`src/rtl/mat_row_loader.sv`:
```
// mat_row_loader: turns one "load row" command (base, count, stride) into a
// sequence of single-word reads on the memory-controller request side. Each
// returned word is presented on a valid/ready stream, and the final beat is
// flagged with last_o. Only one read is outstanding at a time.
//
// Ports
//   clk, reset        clock, asynchronous active-high reset
//   start_i           command strobe, accepted only while busy_o=0
//   base_addr_i       first word address (sampled on accepted start)
//   count_i           number of words to read (sampled on accepted start)
//   stride_i          address increment between words (sampled on accepted start)
//   busy_o            command in progress
//   done_o            one-cycle pulse on command completion
//   do_tran_o         one-cycle transaction request to the controller
//   w_en_o            controller write enable, tied low (read-only block)
//   addr_o            controller transaction address
//   w_data_o          controller write data, tied low
//   r_data_i          controller read data, valid while tran_done_i=1
//   tran_done_i       controller completion pulse
//   data_o            stream data
//   valid_o           stream valid
//   last_o            final beat marker, qualified by valid_o
//   ready_i           stream ready from the consumer
module mat_row_loader #(
    parameter int unsigned DATA_WIDTH = 256,
    parameter int unsigned ADDR_WIDTH = 16,
    parameter int unsigned CNT_WIDTH  = 8
) (
    input  logic                  clk,
    input  logic                  reset,
    input  logic                  start_i,
    input  logic [ADDR_WIDTH-1:0] base_addr_i,
    input  logic [CNT_WIDTH-1:0]  count_i,
    input  logic [ADDR_WIDTH-1:0] stride_i,
    output logic                  busy_o,
    output logic                  done_o,
    output logic                  do_tran_o,
    output logic                  w_en_o,
    output logic [ADDR_WIDTH-1:0] addr_o,
    output logic [DATA_WIDTH-1:0] w_data_o,
    input  logic [DATA_WIDTH-1:0] r_data_i,
    input  logic                  tran_done_i,
    output logic [DATA_WIDTH-1:0] data_o,
    output logic                  valid_o,
    output logic                  last_o,
    input  logic                  ready_i
);

    typedef enum logic [2:0] {
        S_IDLE,
        S_ISSUE,
        S_WAIT,
        S_OUT,
        S_FIN
    } state_t;

    state_t                state;
    logic [CNT_WIDTH-1:0]  remaining;
    logic [ADDR_WIDTH-1:0] stride_q;

    // The block never writes memory.
    assign w_en_o   = 1'b0;
    assign w_data_o = '0;

    // Command sequencer; addr_o doubles as the running address register.
    always_ff @(posedge clk or posedge reset) begin
        if (reset) begin
            state     <= S_IDLE;
            remaining <= '0;
            stride_q  <= '0;
            busy_o    <= 1'b0;
            done_o    <= 1'b0;
            do_tran_o <= 1'b0;
            addr_o    <= '0;
            data_o    <= '0;
            valid_o   <= 1'b0;
            last_o    <= 1'b0;
        end else begin
            // Pulse outputs default low so they can never be held.
            do_tran_o <= 1'b0;
            done_o    <= 1'b0;
            case (state)
                S_IDLE: begin
                    if (start_i) begin
                        busy_o <= 1'b1;
                        if (count_i != '0) begin
                            addr_o    <= base_addr_i;
                            remaining <= count_i;
                            stride_q  <= stride_i;
                            do_tran_o <= 1'b1;
                            state     <= S_ISSUE;
                        end else begin
                            done_o <= 1'b1;
                            state  <= S_FIN;
                        end
                    end
                end
                // do_tran_o is high during this state only.
                S_ISSUE: begin
                    state <= S_WAIT;
                end
                S_WAIT: begin
                    if (tran_done_i) begin
                        data_o  <= r_data_i;
                        last_o  <= (remaining == CNT_WIDTH'(1));
                        valid_o <= 1'b1;
                        state   <= S_OUT;
                    end
                end
                // Next read is issued only after the pending beat is taken.
                S_OUT: begin
                    if (ready_i) begin
                        valid_o   <= 1'b0;
                        remaining <= remaining - CNT_WIDTH'(1);
                        if (remaining == CNT_WIDTH'(1)) begin
                            done_o <= 1'b1;
                            state  <= S_FIN;
                        end else begin
                            addr_o    <= addr_o + stride_q;
                            do_tran_o <= 1'b1;
                            state     <= S_ISSUE;
                        end
                    end
                end
                S_FIN: begin
                    busy_o <= 1'b0;
                    state  <= S_IDLE;
                end
                default: begin
                    state <= S_IDLE;
                end
            endcase
        end
    end

endmodule

```
`config.mk`:
```
export PLATFORM = sky130hd
export DESIGN_NAME = mat_row_loader
export DESIGN_NICKNAME = d
export VERILOG_FILES = /design/src/rtl/mat_row_loader.sv
export SDC_FILE = /design/constraint.sdc
export NUM_CORES = 1
export LEC_CHECK = 0
export ABC_AREA = 1
export ABC_CLOCK_PERIOD_IN_PS = 12100
export CAP_MARGIN = 40
export CORE_AREA = 2 2 322 324
export CTS_CLUSTER_SIZE = 8
export DETAILED_ROUTE_END_ITERATION = 10
export DIE_AREA = 0 0 324 326
export DONT_BUFFER_PORTS = 1
export PLACE_DENSITY_LB_ADDON = 0.1
export SETUP_SLACK_MARGIN = 0.1
export SYNTH_ARGS = -nofsm -noshare
export SYNTH_HDL_FRONTEND = slang
export SYNTH_SLANG_ARGS = --single-unit
```
`constraint.sdc`:
```
create_clock -name clk -period 12.1 [get_ports clk]
set_input_delay 1.815 -clock clk [delete_from_list [all_inputs] [get_ports clk]]
set_output_delay 1.815 -clock clk [all_outputs]
set_load 0.01 [all_outputs]
```
==> flow_metrics.tcl <==
set metrics [dict create \
    critical-path-top-delay-family "buffers and inverters" \
    post_cts_buffers 0 \
    power_frac_comb_pct 27.6 \
    clkSinkCount 304 \
    via_count 8111 \
    start_util_pct 14.4 \
    crit_path_frequent_cell "buf_4" \
    die_w_um 324 \
    grt_max_degree 123 \
    critPathKind "in -> reg" \
    antenna_found_initial 17 \
    portBuffers 0 \
    drtPass1Iterations 4 \
    grt_overflow 0 \
    area_growth_pct 12.9 \
    clkPwrFrac_pct 25.3 \
    seqPwrFrac_pct 47.1 \
    hp-start "remaining[6]$_DFFE_PP0P_" \
    critical_path_arrival_ns 3.73 \
    cts.hold.buffers_added 0 \
    die_h_um 326 \
    r2r_setup_slack_ns 9.47 \
    finish.net_count 1577 \
    report.final.hold_viol_count 0 \
    crit_path_end_kind "register" \
    slew_headroom_pct 46.1 \
    r2r-start "state[0]$_DFFE_PP0P_" \
    max_stage_delay_ns 0.36 \
    crit_path_start_kind "primary input" \
    fin_skew_ns 0.0127 \
    reg2reg_depth 8 \
    synth_largest_area_cell "dfrtp_1" \
    worstPathMaxFanout 58 \
    fmax_mhz 306 \
    clockBufferDepth 3 \
    dp_hpwl_mm 33.5 \
    avgRoutedWirePerCell_um 16.5 \
    swShare_pct 39.6 \
    drt-total-wl_mm 43.7 \
    grt_pass1_vias 8318 \
    rsz0062_at_grt "false" \
    tritoncts "built" \
    required_ns 12.56 \
    core_area_um2 103000 \
    htreeDepth 2 \
    crit_chain "nand3_4 -> buf_4 -> buf_4 -> buf_16 -> buf_4 -> buf_16 -> mux2_1" \
    clk_pin_slew_ns 0.05 \
    synth_cell_types 39 \
    rows 118 \
    num_io_pins 835 \
    powerDensity_nw_per_um2 284 \
    root_buffer "clkbuf_16" \
    crit_slowest_cell "mux2_1" \
    hold-path-endpoint "remaining[6]$_DFFE_PP0P_" \
    drt-initial-drc-count 251 \
    synth_area_um2 14800 \
    drcViolationCount 0 \
    grtUsageTotal_pct 7.75 \
    numCtsBuffers 45 \
    synth_area_leaders "dfrtp_1, mux2_1, buf_4" \
    rr_endpoint "data_o[143]$_DFFE_PP0P_" \
    crit_buf_inv 5 \
    fin_crit_ns 3.27 \
    ir_drop_mv 0.103 \
    worst_pin_slew_ns 0.808 \
    yosysTopAreaCellShare_pct 51.5 \
    leakage_nw 7.43 \
    hp-class "reg -> reg" \
    p_int_mw 2.86 \
    synth_seq_cells 304 \
    grt_pass1_wl_mm 60.6 \
    p_sw_mw 1.88 \
    hold_depth 2 \
    clk_latency_ns 0.59 \
    gp_congestion 0.708 \
    drv_slew 0 \
    finalPower_mw 4.74 \
    yosysWarnings 0 \
    maxCapViolations 0 \
    synth_area_per_cell_um2 11.9 \
    drtAntennaViolNets 0 \
    die_area_um2 106000 \
    fin_setup_tns_ns 0 \
    drive_gt1_share_pct 11.9 \
    setup_violations 0 \
    outcome "completed" \
    synthCells 1238 \
    vias_per_cell 3.06 \
    synth-seq-area-share_pct 51.5 \
    ctsResizeCount 0 \
    finalCritPeriodShare_pct 27.0 \
]
-- stage by stage --
step	cell area [µm²]	worst slack [ns]	util, %	hold WS (ns)	std cells
finish	16700	8.83	16.2	0.497	2653
global route	16700	8.74	16.2	0.524	2651
CTS	16700	8.86	16.2	0.511	2648
detailed placement	15400	8.19	15.0	0.498	2591
global placement	15300	7.03	14.9	0.483	2587
floorplan	15700	1.88	-	0.453	1494
-- cell type report --
type,count,area [µm²]
tap,1380,1730
fill,11500,85900
clock inverter,3,66.3
inverter,59,229
multi-input combinational,836,5620
sequential,304,7610
timing repair buffer,12,183
clock buffer,54,1220
antenna,5,12.5
-- worst max path at each step --
stage / start / depth (start not counted) / slack [ns] / end
after global placement: tran_done_i / 5 / 7.03 / data_o[44]$_DFFE_PP0P_
after CTS: count_i[2] / 10 / 8.86 / addr_o[14]$_DFFE_PP0P_
after global routing: count_i[2] / 10 / 8.74 / addr_o[13]$_DFFE_PP0P_
after detailed placement: count_i[2] / 10 / 8.19 / addr_o[14]$_DFFE_PP0P_
after floorplan: reset / 1 / 1.88 / addr_o[0]$_DFFE_PP0P_
final: tran_done_i / 7 / 8.83 / data_o[143]$_DFFE_PP0P_
-- synth_stat cells --
cell,number
a31oi_1,3
clkbuf_1,2
nand2_4,1
nor2_2,2
a31oi_2,1
a21o_1,1
buf_4,259
nand2_1,136
nor2_4,1
conb_1,1
mux2_4,10
buf_6,26
buf_2,8
fa_1,1
xnor2_1,3
nor3_1,7
dfrtp_1,304
mux2_1,207
or2_2,4
and2_1,1
nand4_1,2
nand2_2,4
ha_1,17
o21ai_0,17
o211ai_1,6
o21ai_1,1
a22oi_1,1
nand3_1,29
nor2_1,47
a211oi_1,1
a21oi_1,12
mux2_2,55
inv_2,5
xor2_1,1
nand3b_1,3
inv_1,54
o22ai_1,2
nor4_1,1
nand3_2,2
-- power groups by stage --
| stage | Sequential [mW] | Combinational [mW] | Clock (mW) |
|---|---|---|---|
| after floorplan | 2.03 | 1.18 | 0 |
| after global placement | 2.30 | 1.31 | 0 |
| after detailed placement | 2.28 | 1.35 | 0 |
| after CTS | 2.27 | 1.35 | 1.26 |
| after global routing | 2.32 | 1.50 | 1.30 |
| final | 2.23 | 1.31 | 1.20 |
-- worst min-delay path, cell delays in order, from the launching register on --
cell	delay (ns)
dfrtp_1	0.34
nand2_1	0.05
o21ai_0	0.06
-- routing by layer --
| metal | GRT usage [%] | vias up | part of all wire [%] |
|---|---|---|---|
| met5 | 0 | - | 0.24 |
| met4 | 2.69 | 16 | 2.7 |
| met3 | 4.10 | 79 | 12 |
| met2 | 14.2 | 454 | 52 |
| met1 | 7.28 | 3949 | 32 |
| li1 | - | 3613 | - |
-- kinds of logic after synthesis --
kind of cell	after synthesis	synth area share (%)
compound gates	45	1.77
xor+xnor	4	0.237
fa+ha+maj	18	1.58
buf+inv	354	17.0
flops	304	51.5
mux	272	21.0
other cells	1	0.0254
simple gates	240	6.91
-- sequential cells by signal, indices dropped and copies added, names as in the netlist --
signal	count
data_o	256
addr_o	16
stride_q	16
remaining	8
state	3
busy_o	1
do_tran_o	1
done_o	1
last_o	1
valid_o	1
-- cells in the final DEF (no fill, tap or decap), types with 2 or more instances in the layout --
master     instances
conb_1           257
mux2_1           207
buf_4              7
clkbuf_8           4
diode_2            5
a21oi_1           12
nand3_1           29
or2_2              4
o21ai_0           17
nor2_2             2
nand3b_1           3
nor3_1             7
inv_2              5
o211ai_1           6
clkbuf_1           4
nand2_2            4
o22ai_1            2
a31oi_1            3
mux2_2            55
nand2_1          136
clkbuf_16         46
mux2_4            10
ha_1              17
buf_16             4
nand4_1            2
inv_1             53
dfrtp_1          304
nor2_1            47
xnor2_1            3
Power figures use the tool's default switching activity.
